[config.mk]
export PLATFORM = sky130hd
export DESIGN_NAME = multicycle_control_fsm
export DESIGN_NICKNAME = d
export VERILOG_FILES = /design/src/rtl/multicycle_control_fsm.sv
export SDC_FILE = /design/constraint.sdc
export NUM_CORES = 1
export LEC_CHECK = 0
export CAP_MARGIN = 20
export CORE_MARGIN = 2
export CORE_UTILIZATION = 30
export CTS_CLUSTER_DIAMETER = 50
export DETAILED_ROUTE_END_ITERATION = 12
export PLACE_DENSITY = 0.8
export SYNTH_ARGS = -nofsm -noshare
export SYNTH_HDL_FRONTEND = slang
export SYNTH_SLANG_ARGS = --single-unit
[constraint.sdc]
create_clock -name clk -period 1.7 [get_ports clk]
set_input_delay 0.255 -clock clk [delete_from_list [all_inputs] [get_ports clk]]
set_output_delay 0.255 -clock clk [all_outputs]
set_load 0.03 [all_outputs]
[src/rtl/multicycle_control_fsm.sv]
// Sequencing controller for the multi-cycle RV32I datapath: walks each instruction
// through 2-5 states, driving mux selects, write enables and ALU op, stalling on MemReady.
module multicycle_control_fsm (
  input  logic        clk,
  input  logic        rst,
  input  logic [31:0] instr,
  input  logic        Zero,
  input  logic        MemReady,
  output logic        PCWrite,
  output logic        IRWrite,
  output logic        RegWrite,
  output logic        MemWrite,
  output logic        AdrSrc,
  output logic [1:0]  ALUSrcA,
  output logic [1:0]  ALUSrcB,
  output logic [1:0]  ResultSrc,
  output logic [2:0]  ALUctrl,
  output logic [2:0]  ImmSrc,
  output logic        InstrDone,
  output logic        IllegalInstr
);

  localparam logic [6:0] OpLoad   = 7'b0000011;
  localparam logic [6:0] OpStore  = 7'b0100011;
  localparam logic [6:0] OpRType  = 7'b0110011;
  localparam logic [6:0] OpIType  = 7'b0010011;
  localparam logic [6:0] OpBranch = 7'b1100011;
  localparam logic [6:0] OpJal    = 7'b1101111;
  localparam logic [6:0] OpJalr   = 7'b1100111;
  localparam logic [6:0] OpLui    = 7'b0110111;

  localparam logic [2:0] AluAdd  = 3'b000;
  localparam logic [2:0] AluSub  = 3'b001;
  localparam logic [2:0] AluAnd  = 3'b010;
  localparam logic [2:0] AluOr   = 3'b011;
  localparam logic [2:0] AluSll  = 3'b100;
  localparam logic [2:0] AluSlt  = 3'b101;
  localparam logic [2:0] AluPass = 3'b110;

  typedef enum logic [3:0] {
    S_FETCH, S_DECODE, S_MEMADR, S_MEMREAD, S_MEMWB, S_MEMWRITE, S_EXECR,
    S_EXECI, S_ALUWB, S_BRANCH, S_JALRADR, S_JAL, S_LUI
  } state_e;

  state_e state_q, state_d;

  logic [6:0] op;
  logic [2:0] funct3;
  logic       funct7b5;
  logic [2:0] execCtrl;
  logic       unusedInstrBits;

  assign op       = instr[6:0];
  assign funct3   = instr[14:12];
  assign funct7b5 = instr[30];
  assign unusedInstrBits = ^{instr[31], instr[29:15], instr[11:7]};

  always_ff @(posedge clk) begin
    if (rst) state_q <= S_FETCH;
    else     state_q <= state_d;
  end

  always_comb begin
    unique case (op)
      OpLoad, OpIType, OpJalr: ImmSrc = 3'b000;
      OpStore:                 ImmSrc = 3'b001;
      OpBranch:                ImmSrc = 3'b010;
      OpJal:                   ImmSrc = 3'b011;
      OpLui:                   ImmSrc = 3'b100;
      default:                 ImmSrc = 3'b000;
    endcase
  end

  // Subtract only exists for register-register funct3=000; addi ignores bit 30.
  always_comb begin
    unique case (funct3)
      3'b000:  execCtrl = (op == OpRType && funct7b5) ? AluSub : AluAdd;
      3'b010:  execCtrl = AluSlt;
      3'b110:  execCtrl = AluOr;
      3'b111:  execCtrl = AluAnd;
      3'b001:  execCtrl = AluSll;
      default: execCtrl = AluAdd;
    endcase
  end

  always_comb begin
    state_d      = state_q;
    PCWrite      = 1'b0;
    IRWrite      = 1'b0;
    RegWrite     = 1'b0;
    MemWrite     = 1'b0;
    AdrSrc       = 1'b0;
    ALUSrcA      = 2'b00;
    ALUSrcB      = 2'b00;
    ResultSrc    = 2'b00;
    ALUctrl      = AluAdd;
    InstrDone    = 1'b0;
    IllegalInstr = 1'b0;

    unique case (state_q)
      S_FETCH: begin
        ALUSrcB   = 2'b10;
        ResultSrc = 2'b10;
        PCWrite   = MemReady;
        IRWrite   = MemReady;
        if (MemReady) state_d = S_DECODE;
      end
      S_DECODE: begin
        ALUSrcA = 2'b01;
        ALUSrcB = 2'b01;
        unique case (op)
          OpLoad, OpStore: state_d = S_MEMADR;
          OpRType:         state_d = S_EXECR;
          OpIType:         state_d = S_EXECI;
          OpBranch:        state_d = S_BRANCH;
          OpJal:           state_d = S_JAL;
          OpJalr:          state_d = S_JALRADR;
          OpLui:           state_d = S_LUI;
          default: begin
            state_d      = S_FETCH;
            IllegalInstr = 1'b1;
            InstrDone    = 1'b1;
          end
        endcase
      end
      S_MEMADR: begin
        ALUSrcA = 2'b10;
        ALUSrcB = 2'b01;
        state_d = op[5] ? S_MEMWRITE : S_MEMREAD;
      end
      S_MEMREAD: begin
        AdrSrc = 1'b1;
        if (MemReady) state_d = S_MEMWB;
      end
      S_MEMWB: begin
        ResultSrc = 2'b01;
        RegWrite  = 1'b1;
        InstrDone = 1'b1;
        state_d   = S_FETCH;
      end
      S_MEMWRITE: begin
        AdrSrc    = 1'b1;
        MemWrite  = 1'b1;
        InstrDone = MemReady;
        if (MemReady) state_d = S_FETCH;
      end
      S_EXECR: begin
        ALUSrcA = 2'b10;
        ALUctrl = execCtrl;
        state_d = S_ALUWB;
      end
      S_EXECI: begin
        ALUSrcA = 2'b10;
        ALUSrcB = 2'b01;
        ALUctrl = execCtrl;
        state_d = S_ALUWB;
      end
      S_ALUWB: begin
        RegWrite  = 1'b1;
        InstrDone = 1'b1;
        state_d   = S_FETCH;
      end
      S_BRANCH: begin
        ALUSrcA   = 2'b10;
        ALUctrl   = AluSub;
        InstrDone = 1'b1;
        PCWrite   = (funct3 == 3'b000 && Zero) || (funct3 == 3'b001 && !Zero);
        state_d   = S_FETCH;
      end
      S_JALRADR: begin
        ALUSrcA = 2'b10;
        ALUSrcB = 2'b01;
        state_d = S_JAL;
      end
      // Target already sits in ALUOut; the ALU meanwhile forms the link address.
      S_JAL: begin
        ALUSrcA = 2'b01;
        ALUSrcB = 2'b10;
        PCWrite = 1'b1;
        state_d = S_ALUWB;
      end
      S_LUI: begin
        ALUSrcB = 2'b01;
        ALUctrl = AluPass;
        state_d = S_ALUWB;
      end
      default: state_d = S_FETCH;
    endcase

    // Reset suppresses every write in the cycle it is seen, including a pending store.
    if (rst) begin
      state_d      = S_FETCH;
      PCWrite      = 1'b0;
      IRWrite      = 1'b0;
      RegWrite     = 1'b0;
      MemWrite     = 1'b0;
      InstrDone    = 1'b0;
      IllegalInstr = 1'b0;
      AdrSrc       = 1'b0;
      ALUSrcA      = 2'b00;
      ALUSrcB      = 2'b10;
      ResultSrc    = 2'b10;
      ALUctrl      = AluAdd;
    end
  end

endmodule

==> impl_metrics.tcl <==
set metrics [dict create \
    maxSlewViolCount 0 \
    rows 18 \
    timing.critical_path.from "state_q[3]$_SDFFE_PP0P_" \
    syn_inst 128 \
    cts_root_buf "clkbuf_4" \
    clock.fmax_mhz 572 \
    dpl_worst_slack_ns -0.286 \
    drt_iter0_drc 58 \
    yosys_warnings 0 \
    r2r_slack_ns 0.09 \
    fin_cells 216 \
    setup_violations 4 \
    syn_area_per_cell_um2 6.37 \
    dieArea_mm2 0.00315 \
    mostFrequentLayoutCells "41 x buf_4, 13 x nor2_1, 11 x a21oi_1, 10 x dlygate4sd2_1, 10 x buf_6" \
    violations "setup timing" \
    drtAntennaViolNets 0 \
    top_register "state_q" \
    numCtsBuffers 3 \
    cts_sinks 4 \
    path_cells "buf_6, and2b_2, a211o_1, and3_4, buf_6" \
    start_kind "register" \
    reg_top3 "state_q x4" \
    p_leak_nw 0.689 \
    p_int_mw 0.300 \
    rsz0062_at_grt "yes" \
    async_flop_share 0 \
    drt-total-wl_um 3290 \
    seq_power_share 0.210 \
    rr_startpoint "state_q[0]$_SDFFE_PP0P_" \
    grt_max_degree 12 \
    final_core_util 0.618 \
    synth_nets 164 \
    reg2reg_depth 5 \
    relSlewSlack 0.765 \
    max_cap_violations 0 \
    dr.pass1.iters 4 \
    status "finished with violations" \
    power_density_mw_per_mm2 308 \
    timing_hold_violations_final 0 \
    die_h_um 56.1 \
    r2r_end "state_q[0]$_SDFFE_PP0P_" \
    clkPwrFrac 0.254 \
    place.gp.congestion 0.923 \
    htree_levels 1 \
    path_common_cell "buf_6" \
    die_w_um 56.1 \
    grt_pass1_vias 1205 \
    tns_ns -0.0994 \
    fin_crit_ns 1.75 \
    skew_ns 0.00305 \
    slowest_stage "dfxtp_4" \
    final_nets 224 \
    power.switching_mw 0.180 \
    p_sw_frac 0.376 \
    layout_setup_ws_ns -0.0469 \
    min_path_type "in2reg" \
    worst_slew_pin_slew_ns 0.348 \
    clock_latency_ns 0.24 \
    synthToLayoutAreaGrowth_pct 91.1 \
    grt_pass1_wl_um 5130 \
    synth_cell_types 42 \
    fin_area_mm2 0.00156 \
    cts_tree "done" \
    io_pins 55 \
    final_common_cell "buf_4" \
    syn_area_um2 816 \
    p_comb_frac 0.536 \
    finalCritPeriodShare 1.03 \
    post_drt_wl_per_cell_um 15.2 \
    ys_ff_latch 4 \
    fin_hold_ws_ns 0.617 \
    vias_per_cell 5.74 \
    ir_worst_vdd_mv 0.211 \
    antenna_cells 0 \
    worstSetupEndpointType "output port" \
    cp.required_ns 1.44 \
    vias 1240 \
    crit_path_end "ALUSrcA[1]" \
    track_usage 0.199 \
    drc 0 \
    dpl-instance-area_mm2 0.00134 \
    synth-edff-count 0 \
    layout-drive-gt1-share 0.489 \
    path_class "reg2out" \
    start_util 0.323 \
    cp.arrival_ns 1.49 \
    core-area_mm2 0.00252 \
    post-place-cells 210 \
    dp_hpwl_um 2240 \
    portBuffers 33 \
    cpPeakStageDelay_ns 0.36 \
    path_clk_slew_ns 0.04 \
    yosysSeqAreaShare 0.0982 \
    hp-start "instr[5]" \
    grt.overflow.total 0 \
    clock_path_buffers 2 \
    antenna_found_initial 0 \
    p_total_mw 0.480 \
    ys.flop_type "dfxtp_1" \
    largest_reg_flops 4 \
    worstPathMaxFanout 6 \
]
[cells by family after synthesis]
| kind of cell | share of synthesized area |
|---|---|
| XOR/XNOR | 0.0322 |
| AO/OA/AOI/OAI | 0.310 |
| AND/OR/NAND/NOR | 0.452 |
| flip-flops | 0.0982 |
| buffers and inverters | 0.0936 |
| multiplexers | 0.0138 |
[how the worst min path moves through the flow]
stage                              endpoint  slack (ns)  depth (start not counted)
detailed placement  state_q[1]$_SDFFE_PP0P_        0.74                          4
floorplan           state_q[1]$_SDFFE_PP0P_        0.44                          2
global placement    state_q[3]$_SDFFE_PP0P_        0.71                          3
CTS                 state_q[1]$_SDFFE_PP0P_        0.60                          4
global route        state_q[3]$_SDFFE_PP0P_        0.63                          4
finish              state_q[3]$_SDFFE_PP0P_        0.62                          4
[cell type report]
type,count,area [um^2]
multi-input combinational,110,825
tap,30,37.5
fill,211,963
clock buffer,3,22.5
inverter,3,11.3
timing repair buffer,66,573
sequential,4,90.1
[layer usage]
| layer | share of wire | wire length (um) | track usage | vias up |
|---|---|---|---|---|
| met5 | 0 | 0 | 0 | - |
| met4 | 0.032 | 104 | 0.0884 | 0 |
| met3 | 0.065 | 215 | 0.0395 | 14 |
| met2 | 0.51 | 1680 | 0.361 | 66 |
| met1 | 0.39 | 1280 | 0.222 | 572 |
| li1 | - | - | - | 588 |
[synth_stat cells, types with 3 or more instances]
cell	instances	area, um^2
inv_1	3	11.3
dfxtp_1	4	80.1
o21ai_0	6	30.0
nor2b_1	8	50.1
nand3_1	4	20.0
buf_2	7	35.0
nand2_1	6	22.5
nor2_1	18	67.6
nor3_1	7	35.0
a21oi_1	11	55.1
nand2b_1	8	50.1
a2bb2oi_1	3	26.3
a31oi_1	3	18.8
[power by group through the flow]
stage                     sequential [mW]  clock [mW]  combinational, mW
after detailed placement            0.102           0              0.232
final                               0.101       0.122              0.257
after floorplan                    0.0993           0              0.122
after CTS                          0.0980       0.122              0.239
after global routing                0.101       0.131              0.275
after global placement              0.102           0              0.227
[critical path: cells and delay by family, from the launching register on]
family | cells | cell delay, ns
buffers and inverters | 2 | 0.24
DFF | 1 | 0.36
and+or+nand+nor | 2 | 0.39
AOI/OAI and AO/OA | 1 | 0.26
[timing repair]
item                                   in CTS  in global routing
setup endpoints to repair                  16                 12
endpoints found under the hold margin       0                  0
gates resized for setup                    37                 20
hold buffers                                0                  0
gates cloned                                0                  0
buffers inserted                            5                  0
pin swaps                                  11                  9
Power figures use the tool's default switching activity.
